[src/rtl/wb_arb_pkg.sv]
// Shared types for the register-file write-port arbiter: source/state encodings
// and the queued long-latency result entry.
package wb_arb_pkg;

    localparam int REG_ADDR_W = 5;
    localparam int WB_DATA_W  = 32;

    typedef enum logic [1:0] {
        SRC_NONE,
        SRC_PIPE,
        SRC_FIFO,
        SRC_BYPASS
    } wb_src_e;

    typedef enum logic {
        NORMAL,
        STALL
    } wb_arb_state_e;

    typedef struct packed {
        logic [REG_ADDR_W-1:0] rd;
        logic [WB_DATA_W-1:0]  data;
    } wb_entry_t;

endpackage

[src/rtl/wb_arb_fifo.sv]
// Small synchronous FIFO for long-latency results. The head is visible
// combinationally so a pop decision can write it in the same cycle.
module wb_arb_fifo
    import wb_arb_pkg::*;
#(
    parameter int  DEPTH   = 2,
    parameter type entry_t = wb_entry_t
) (
    input  logic   clk,
    input  logic   rst,
    input  logic   push,
    input  entry_t push_data,
    input  logic   pop,
    output entry_t head,
    output logic   full,
    output logic   empty
);

    localparam int PTR_W = $clog2(DEPTH);

    entry_t           mem_q [DEPTH];
    logic [PTR_W:0]   wptr_q, wptr_d;
    logic [PTR_W:0]   rptr_q, rptr_d;
    logic             do_push;
    logic             do_pop;

    // The extra MSB on each pointer separates full (MSBs differ) from empty.
    assign empty = (wptr_q == rptr_q);
    assign full  = (wptr_q[PTR_W] != rptr_q[PTR_W]) &&
                   (wptr_q[PTR_W-1:0] == rptr_q[PTR_W-1:0]);
    assign head  = mem_q[rptr_q[PTR_W-1:0]];

    assign do_push = push && !full;
    assign do_pop  = pop && !empty;

    always_comb begin
        wptr_d = wptr_q;
        rptr_d = rptr_q;
        if (do_push) begin
            wptr_d = wptr_q + (PTR_W+1)'(1);
        end
        if (do_pop) begin
            rptr_d = rptr_q + (PTR_W+1)'(1);
        end
    end

    always_ff @(posedge clk) begin
        if (rst) begin
            wptr_q <= '0;
            rptr_q <= '0;
        end else begin
            wptr_q <= wptr_d;
            rptr_q <= rptr_d;
        end
    end

    always_ff @(posedge clk) begin
        if (do_push) begin
            mem_q[wptr_q[PTR_W-1:0]] <= push_data;
        end
    end

endmodule

[src/rtl/wb_port_arbiter.sv]
// Shares the single register-file write port between pipeline writeback and
// queued long-latency results, with a starvation stall and a busy scoreboard.
module wb_port_arbiter
    import wb_arb_pkg::*;
#(
    parameter int DATA_W       = 32,
    parameter int FIFO_DEPTH   = 2,
    parameter int STARVE_LIMIT = 8
) (
    input  logic                  clk,
    input  logic                  rst,
    input  logic                  pipe_wb_valid,
    input  logic [4:0]            pipe_wb_rd,
    input  logic [DATA_W-1:0]     pipe_wb_data,
    input  logic                  mc_valid,
    input  logic [4:0]            mc_rd,
    input  logic [DATA_W-1:0]     mc_data,
    output logic                  mc_ready,
    input  logic                  mc_issue_valid,
    input  logic [4:0]            mc_issue_rd,
    output logic                  pipe_stall,
    output logic                  rf_we,
    output logic [4:0]            rf_waddr,
    output logic [DATA_W-1:0]     rf_wdata,
    output logic [31:0]           busy,
    output logic                  protocol_err
);

    typedef struct packed {
        logic [REG_ADDR_W-1:0] rd;
        logic [DATA_W-1:0]     data;
    } entry_t;

    localparam int CNT_W = $clog2(STARVE_LIMIT);

    wb_arb_state_e         state_q, state_d;
    logic [CNT_W-1:0]      cnt_q, cnt_d;
    logic                  stall_q, stall_d;
    logic                  we_q, we_d;
    logic [REG_ADDR_W-1:0] waddr_q, waddr_d;
    logic [DATA_W-1:0]     wdata_q, wdata_d;
    logic [31:0]           busy_q, busy_d;
    logic                  err_q, err_d;

    wb_src_e               src;
    entry_t                mc_entry;
    entry_t                fifo_head;
    logic                  fifo_full;
    logic                  fifo_empty;
    logic                  fifo_push;
    logic                  fifo_pop;
    logic                  mc_xfer;
    logic                  mc_keep;
    logic                  pipe_wr;
    logic                  issue_set;
    logic                  clr_en;
    logic [REG_ADDR_W-1:0] clr_rd;

    assign mc_entry  = '{rd: mc_rd, data: mc_data};
    assign mc_ready  = !fifo_full;
    assign mc_xfer   = mc_valid && !fifo_full;
    // Results for x0 are accepted but never written or queued.
    assign mc_keep   = mc_xfer && (mc_rd != '0);
    assign pipe_wr   = pipe_wb_valid && (pipe_wb_rd != '0);
    assign issue_set = mc_issue_valid && (mc_issue_rd != '0);

    wb_arb_fifo #(
        .DEPTH   (FIFO_DEPTH),
        .entry_t (entry_t)
    ) u_fifo (
        .clk       (clk),
        .rst       (rst),
        .push      (fifo_push),
        .push_data (mc_entry),
        .pop       (fifo_pop),
        .head      (fifo_head),
        .full      (fifo_full),
        .empty     (fifo_empty)
    );

    always_comb begin
        state_d = state_q;
        cnt_d   = cnt_q;
        err_d   = err_q;
        src     = SRC_NONE;

        if (pipe_wr) begin
            src = SRC_PIPE;
        end else if (!fifo_empty) begin
            src = SRC_FIFO;
        end else if (mc_keep) begin
            src = SRC_BYPASS;
        end

        case (state_q)
            NORMAL: begin
                if (fifo_empty || (src == SRC_FIFO)) begin
                    cnt_d = '0;
                end else begin
                    cnt_d = cnt_q + CNT_W'(1);
                    if (cnt_q == CNT_W'(STARVE_LIMIT - 2)) begin
                        state_d = STALL;
                    end
                end
            end
            STALL: begin
                cnt_d = '0;
                // A pipeline that ignores the stall still owns the slot.
                if (pipe_wb_valid) begin
                    src   = pipe_wr ? SRC_PIPE : SRC_NONE;
                    err_d = 1'b1;
                end else begin
                    state_d = NORMAL;
                end
            end
            default: state_d = NORMAL;
        endcase

        fifo_pop  = (src == SRC_FIFO);
        fifo_push = mc_keep && (src != SRC_BYPASS);

        we_d    = 1'b0;
        waddr_d = '0;
        wdata_d = '0;
        clr_en  = 1'b0;
        clr_rd  = '0;
        case (src)
            SRC_PIPE: begin
                we_d    = 1'b1;
                waddr_d = pipe_wb_rd;
                wdata_d = pipe_wb_data;
            end
            SRC_FIFO: begin
                we_d    = 1'b1;
                waddr_d = fifo_head.rd;
                wdata_d = fifo_head.data;
                clr_en  = 1'b1;
                clr_rd  = fifo_head.rd;
            end
            SRC_BYPASS: begin
                we_d    = 1'b1;
                waddr_d = mc_rd;
                wdata_d = mc_data;
                clr_en  = 1'b1;
                clr_rd  = mc_rd;
            end
            default: ;
        endcase

        if (issue_set && busy_q[mc_issue_rd]) begin
            err_d = 1'b1;
        end
        if (pipe_wr && busy_q[pipe_wb_rd]) begin
            err_d = 1'b1;
        end
        if (mc_keep && !busy_q[mc_rd]) begin
            err_d = 1'b1;
        end

        // Set is applied after clear so a same-cycle re-issue keeps the bit.
        busy_d = busy_q;
        if (clr_en) begin
            busy_d[clr_rd] = 1'b0;
        end
        if (issue_set) begin
            busy_d[mc_issue_rd] = 1'b1;
        end
        busy_d[0] = 1'b0;

        stall_d = (state_d == STALL);
    end

    always_ff @(posedge clk) begin
        if (rst) begin
            state_q <= NORMAL;
            cnt_q   <= '0;
            stall_q <= 1'b0;
            we_q    <= 1'b0;
            waddr_q <= '0;
            wdata_q <= '0;
            busy_q  <= '0;
            err_q   <= 1'b0;
        end else begin
            state_q <= state_d;
            cnt_q   <= cnt_d;
            stall_q <= stall_d;
            we_q    <= we_d;
            waddr_q <= waddr_d;
            wdata_q <= wdata_d;
            busy_q  <= busy_d;
            err_q   <= err_d;
        end
    end

    assign pipe_stall   = stall_q;
    assign rf_we        = we_q;
    assign rf_waddr     = waddr_q;
    assign rf_wdata     = wdata_q;
    assign busy         = busy_q;
    assign protocol_err = err_q;

endmodule

[config.mk]
export PLATFORM = sky130hd
export DESIGN_NAME = wb_port_arbiter
export DESIGN_NICKNAME = d
export VERILOG_FILES = /design/src/rtl/wb_arb_pkg.sv /design/src/rtl/wb_arb_fifo.sv /design/src/rtl/wb_port_arbiter.sv
export SDC_FILE = /design/constraint.sdc
export NUM_CORES = 1
export LEC_CHECK = 0
export ABC_AREA = 1
export CAP_MARGIN = 40
export CORE_MARGIN = 2
export CORE_UTILIZATION = 46
export DETAILED_ROUTE_END_ITERATION = 8
export PLACE_DENSITY = 0.77
export SLEW_MARGIN = 20
export SYNTH_ARGS = -nofsm -noshare
export SYNTH_HDL_FRONTEND = slang
export SYNTH_SLANG_ARGS = --single-unit
[constraint.sdc]
create_clock -name clk -period 5.35 [get_ports clk]
set_input_delay 1.3375 -clock clk [delete_from_list [all_inputs] [get_ports clk]]
set_output_delay 1.3375 -clock clk [all_outputs]
set_load 0.02 [all_outputs]
Word-level counts from Yosys, hierarchy flattened
Memories as Yosys holds them, arrays and structs flattened. A register that Yosys moved wholly into a read port is not among the register bits.
Cells that the tools add are included.
W data, S select, Z words.
Storage, ports and cells
  bits in writable memories: 74
  output and inout port bits: 73
  bits of input ports: 84
  memories kept: 1
  logic and storage cells: 96
  flip-flop bits (word level): 79
Cells by class
  reduce and logical (&&, ||, !) cells: 25
  $lt $le $gt $ge: 6
  equal/unequal tests: 9
  bitwise logic cells: 4
  add/subtract/negate cells: 3
  muxes and demuxes: 38
Memory list
  u_fifo.mem_q: words 2, width 37, read ports 1, clocked after memory_dff 1, write ports 1, RTL line wb_arb_fifo.sv:21  | entry_t mem_q [DEPTH];
Operator list (number)
  $pmux W32 S3: 1
  $mux W32: 2
  $and A32 B32 Y32: 1
  $not A32 Y32: 1
  $or A32 B32 Y32: 1
  $lt A5 B6 Y1 const B: 4
  $mux W1: 20
  $bmux W1 S5: 3
  $pmux W5 S3: 1
  $reduce_bool A5 Y1: 3
  $logic_and A1 B1 Y1: 13
  $demux W1 S5: 2
  $ge A5 B1 Y1 const B: 2
  $mux W2: 5
  $pmux W5 S2: 1
  $reduce_bool A4 Y1: 2
  $eq A2 B2 Y1 const B: 3
  $pmux W3 S2: 1
  $add A2 B1 Y2 const B: 2
  $add A3 B1 Y3 const B: 1
  $eq A3 B3 Y1 const B: 1
  $logic_not A1 Y1: 3
  $mux W3: 1
  $reduce_or A3 Y1: 1
  10 further kinds: 10

Depth between registers and ports, before layout
  depth in word-level cells: 21
  depth in mapped cells: 14
  depth with buffers taken out: 13

Modules after synthesis
Synthesis repeated with hierarchy kept, for this count alone.
Unflattened totals
  cells, all modules: 863
  area, all modules: 7468.4 µm²
By module, submodules not included
  wb_port_arbiter: times used 1, area an instance 4372.9 µm², cells an instance 701, seq. area each 1481.4 µm²
  wb_arb_fifo: times used 1, area an instance 3095.5 µm², cells an instance 162, seq. area each 2322.2 µm²

Worst setup path after synthesis
OpenSTA, ideal clock, no wires.
  kind: in2reg
  from: in mc_rd[0]
  to: mem u_fifo.mem_q[0][0] in the netlist's numbering (enable)
  setup slack: 0.198 ns
  buffers on the path: 3
  stages: 8
  arrival time: 4.675 ns
  setup time: 0.477 ns
  required time: 4.873 ns
  cell sequence: buf_2 > nor2_1 > nand3_1 > nand4_1 > nor2_4 > buf_6 > buf_2 > nor3_1
On the way
  longest elaborated chain between the ends: 12
RTL lines
  start: declaration: RTL line wb_port_arbiter.sv:16  | input logic [4:0] mc_rd,
  $reduce_bool A5 Y1 *: RTL line wb_port_arbiter.sv:63  | assign mc_keep = mc_xfer && (mc_rd != '0);
  $logic_and A1 B1 Y1 *: RTL line wb_port_arbiter.sv:63
  $mux W2: RTL line wb_port_arbiter.sv:91  | end else if (mc_keep) begin
  $mux W2: RTL line wb_port_arbiter.sv:89  | end else if (!fifo_empty) begin
  $mux W2: RTL line wb_port_arbiter.sv:87  | if (pipe_wr) begin
  $mux W2: RTL line wb_port_arbiter.sv:109  | if (pipe_wb_valid) begin
  $mux W2: RTL line wb_port_arbiter.sv:95  | case (state_q)
  $ne A2 B2 Y1: RTL line wb_port_arbiter.sv:120  | fifo_push = mc_keep && (src != SRC_BYPASS);
  $logic_and A1 B1 Y1 *: RTL line wb_port_arbiter.sv:120
  $logic_and A1 B1 Y1 *: RTL line wb_arb_fifo.sv:33  | assign do_push = push && !full;
  $mux W1 *: RTL line wb_arb_fifo.sv:58  | if (do_push) begin
  $mux W1 (not written as such) *: RTL line wb_arb_fifo.sv:59  | mem_q[wptr_q[PTR_W-1:0]] <= push_data;
  end: declaration: RTL line wb_arb_fifo.sv:21
Mark *: on every way between the ends. The rest lies on a longest branch, timed or not.

Worst setup path after layout
  from: in pipe_wb_rd[1]
  to: reg busy_q[23], in the netlist busy[23]
On the way
  longest elaborated chain between the ends: 16
  elaborated cells on any way between the ends: 21
  those cells by class: 2 x order compare; 2 x eq/ne; 10 x mux; 3 x bitwise; 4 x reduce/logical
RTL lines
  start: declaration: RTL line wb_port_arbiter.sv:13  | input logic [4:0] pipe_wb_rd,
  $reduce_bool A5 Y1 *: RTL line wb_port_arbiter.sv:64  | assign pipe_wr = pipe_wb_valid && (pipe_wb_rd != '0);
  $logic_and A1 B1 Y1 *: RTL line wb_port_arbiter.sv:64
  $mux W2 / $mux W1 (equally long branches): RTL line wb_port_arbiter.sv:87, wb_port_arbiter.sv:110
  $mux W2: RTL line wb_port_arbiter.sv:109
  $mux W2 *: RTL line wb_port_arbiter.sv:95
  $eq A2 B2 Y1: RTL line wb_port_arbiter.sv:127  | case (src)
  $pmux W5 S2: RTL line wb_port_arbiter.sv:127
  $lt A5 B6 Y1 (not written as such) / $ge A5 B1 Y1 (equally long branches): RTL line wb_port_arbiter.sv:163  | busy_d[clr_rd] = 1'b0;
  $logic_and A1 B1 Y1 (not written as such): RTL line wb_port_arbiter.sv:163
  $mux W1 (not written as such): RTL line wb_port_arbiter.sv:163
  $demux W1 S5: RTL line wb_port_arbiter.sv:163
  $not A32 Y32 (no source line)
  $and A32 B32 Y32 (no source line)
  $mux W32 *: RTL line wb_port_arbiter.sv:162  | if (clr_en) begin
  $or A32 B32 Y32 (no source line)
  $mux W32 *: RTL line wb_port_arbiter.sv:165  | if (issue_set) begin
  end signal: assignment: RTL line wb_port_arbiter.sv:190  | busy_q <= busy_d;
  end: declaration: RTL line wb_port_arbiter.sv:42  | logic [31:0] busy_q, busy_d;
Marked as above.
A chain may end at the register's enable or synchronous reset.

==> flow_summary.toml <==
[timing]
setup_violations = 0
finalHoldViolCount = 0
fin_skew_ns = 0.0114
tns_ns = 0
drv_slew = 0
fin_crit_sh = 0.710
worst-slew-pin-transition_ns = 0.781
slew_headroom = 0.480
min_period_ns = 3.80
rsz0062_at_grt = "false"
max_freq_ghz = 0.263

[clock_tree]
clk_pin_slew_ns = 0.07
post_cts_buffers = 0
postCtsHoldBufs = 0
root_buffer = "clkbuf_16"
cts_max_path_buffers = 2
clk_latency_ns = 0.43
postCtsResizedCells = 0
cts_sinks = 153
cts_tree = "done"
htree_levels = 4
numCtsBuffers = 17

[synthesis]
synth_top_area_cell = "edfxtp_1"
synth_top_area_frac = 0.317
synth_flop_cell = "dfxtp_1"
synth_common_cells = "nand2_1 (216), a21oi_1 (82), dfxtp_1 (79)"
postSynthAreaPerCell_um2 = 8.51
async_flop_share = 0
yosys_warnings = 0
yosysMostFrequentCell = "nand2_1"
yosysSeqAreaShare = 0.542
synth_area_um2 = 7010
synth_cells = 824
synth.distinct_cells = 32
synth-seq-cells = 153
synthesis.nets = 910
synthTopCellsByArea = "edfxtp_1 (32%), dfxtp_1 (23%), nand2_1 (12%)"
synth_edf_count = 74

[global_route]
grt_first_pass_wirelength_um = 30800
antenna_found_initial = 0
overflow = 0
grt_max_degree = 67
grtUsageTotal = 0.243
grt_pass1_vias = 5808

[setup_path]
cp_max_fo = 40
r2r-start = "u_fifo.wptr_q[0]"
cp_num_buf_inv = 2
cpPeakStageDelay_ns = 0.69
cp-end-kind = "flip-flop"
reg2reg_depth = 11
critPathSlowestCell = "clkdlybuf4s50_1"
arrival_ns = 4.08
r2r_end = "busy[23]"
crit_required_ns = 5.63
start_kind = "input port"
worstSetupPathType = "in -> reg"
crit_chain = "clkdlybuf4s50_1 -> nor2_4 -> nand3_2 -> nand2_4 -> nand3_4 -> nor2_1 -> inv_1 -> nand2_1 -> nand3_1 -> o21ai_0 -> a21oi_1"
ff2ff_setup_slack_ns = 2.80
critPathTopFamily = "simple AND/OR/NAND/NOR gates"

[route]
drt-vias-per-instance = 5.47
drtPass1Iterations = 6
postRouteAntennaNets = 0
vias = 6404
drc = 0
postRouteWirelength_um = 19900
drtIter0Drc = 730
wl_per_cell_um = 17.0

[placed_design]
io_buffer_count = 155
gp_congestion = 0.954
dp_hpwl_um = 13400

[pwr]
power.density_nw_per_um2 = 330
finalPower_mw = 3.05
p_leak_nw = 3.51
ir_worst_vdd_mv = 0.246

[die]
dieArea_um2 = 16200
start_util = 0.467
chipHeight_um = 127
die_x_um = 127
ios = 157
core_area_um2 = 15000
rows = 45

[cells_and_area]
num-nets-final = 1055
diodes = 0
drive_above_1_share = 0.0754
multi_input_area_um2 = 2720
seqCellArea_um2 = 3800
fillerInstances = 1249
area_growth_pct = 32.0

[worst_hold_path]
worstHoldEndpoint = "cnt_q[0]"
worstHoldPathCells = 1
hold_start = "cnt_q[0]"
hold_path.class = "reg -> reg"

[job]
drv_cap = 0

[status]
status = "finished clean"
[cell usage in the layout (no fill, tap or decap), drive strengths merged, types with 8 or more instances in the layout]
master and n:
a21oi 85, nor2 77, o21ai 58, inv 82, clkdlybuf4s50 154, nand3 47, a221oi 32, buf 12
clkbuf 20, nand2 224, o211ai 18, dfxtp 79, clkinv 8, edfxtp 74
[per-layer routing]
metal	wire length, µm	share of wire	up-vias	global-route usage
met5	0	0	-	0
met4	595	0.030	0	0.101
met3	1830	0.092	56	0.0540
met2	9150	0.46	380	0.390
met1	8280	0.42	2891	0.320
li1	-	-	3077	-
[registers in the layout, indices dropped and copies added, names as in the netlist, named ones only]
name / count
rf_we: 1
rf_waddr: 5
rf_wdata: 32
u_fifo.mem_q: 74
pipe_stall: 1
u_fifo.wptr_q: 2
u_fifo.rptr_q: 2
protocol_err: 1
cnt_q: 3
busy: 31
[worst reg2reg max path, stage by stage, from the launching register on]
cell and delay [ns]:
dfxtp_1 0.42, inv_1 0.07, nand2_1 0.06, nand2_1 0.10, nand2_1 0.15, nand3_4 0.39, nor2_1 0.32, inv_1 0.07
nand2_1 0.31, nand3_1 0.24, o21ai_0 0.21, a21oi_1 0.08
[where the power goes]
group,leakage [nW],internal [mW],total (mW),switching [mW]
Clock,0.264,0.611,1.10,0.485
Combinational,1.91,0.228,0.604,0.376
Sequential,1.33,1.33,1.35,0.0269
Total,3.51,2.17,3.05,0.889
[metrics by stage]
step / setup WS [ns] / utilization / hold slack, ns / cells / instance area [µm²]
finish: 1.55 / 0.616 / 0.451 / 1170 / 9260
global route: 1.37 / 0.616 / 0.474 / 1170 / 9260
CTS: 1.61 / 0.616 / 0.449 / 1170 / 9260
detailed placement: 1.20 / 0.580 / 0.436 / 1138 / 8710
global placement: 1.24 / 0.576 / 0.428 / 1135 / 8660
floorplan: 0.198 / - / 0.417 / 824 / 7010
[final cells by class]
cell class | instances | area share
clock buffers | 20 | 0.0483
clock inverters | 12 | 0.0101
flip-flops and latches | 153 | 0.411
repair buffers | 166 | 0.179
well taps | 188 | 0.0254
inverters | 79 | 0.0323
multi-input cells | 552 | 0.294
[kinds of logic (layout without fill, tap and decap cells)]
logic type | after synthesis | after routing | synth area share
buf+inv | 119 | 277 | 0.0708
flops | 153 | 153 | 0.542
simple gates | 355 | 355 | 0.219
compound gates | 193 | 193 | 0.163
fa+ha+maj | 2 | 2 | 0.00357
xor+xnor | 1 | 1 | 0.00125
other cells | 1 | 1 | 0.000535
[how the worst max path moves through the flow]
stage                        startpoint                  to  slack [ns]  depth (start not counted)
after floorplan                mc_rd[0]  u_fifo.mem_q[0][0]        0.20                          8
after global placement    pipe_wb_rd[1]            busy[31]        1.24                         11
after detailed placement  pipe_wb_rd[1]  u_fifo.mem_q[1][6]        1.20                         11
after CTS                 pipe_wb_rd[1]            busy[23]        1.61                         11
after global routing      pipe_wb_rd[1]            busy[22]        1.37                         11
final                     pipe_wb_rd[1]            busy[23]        1.55                         11
(Power assumes the default switching activity.)
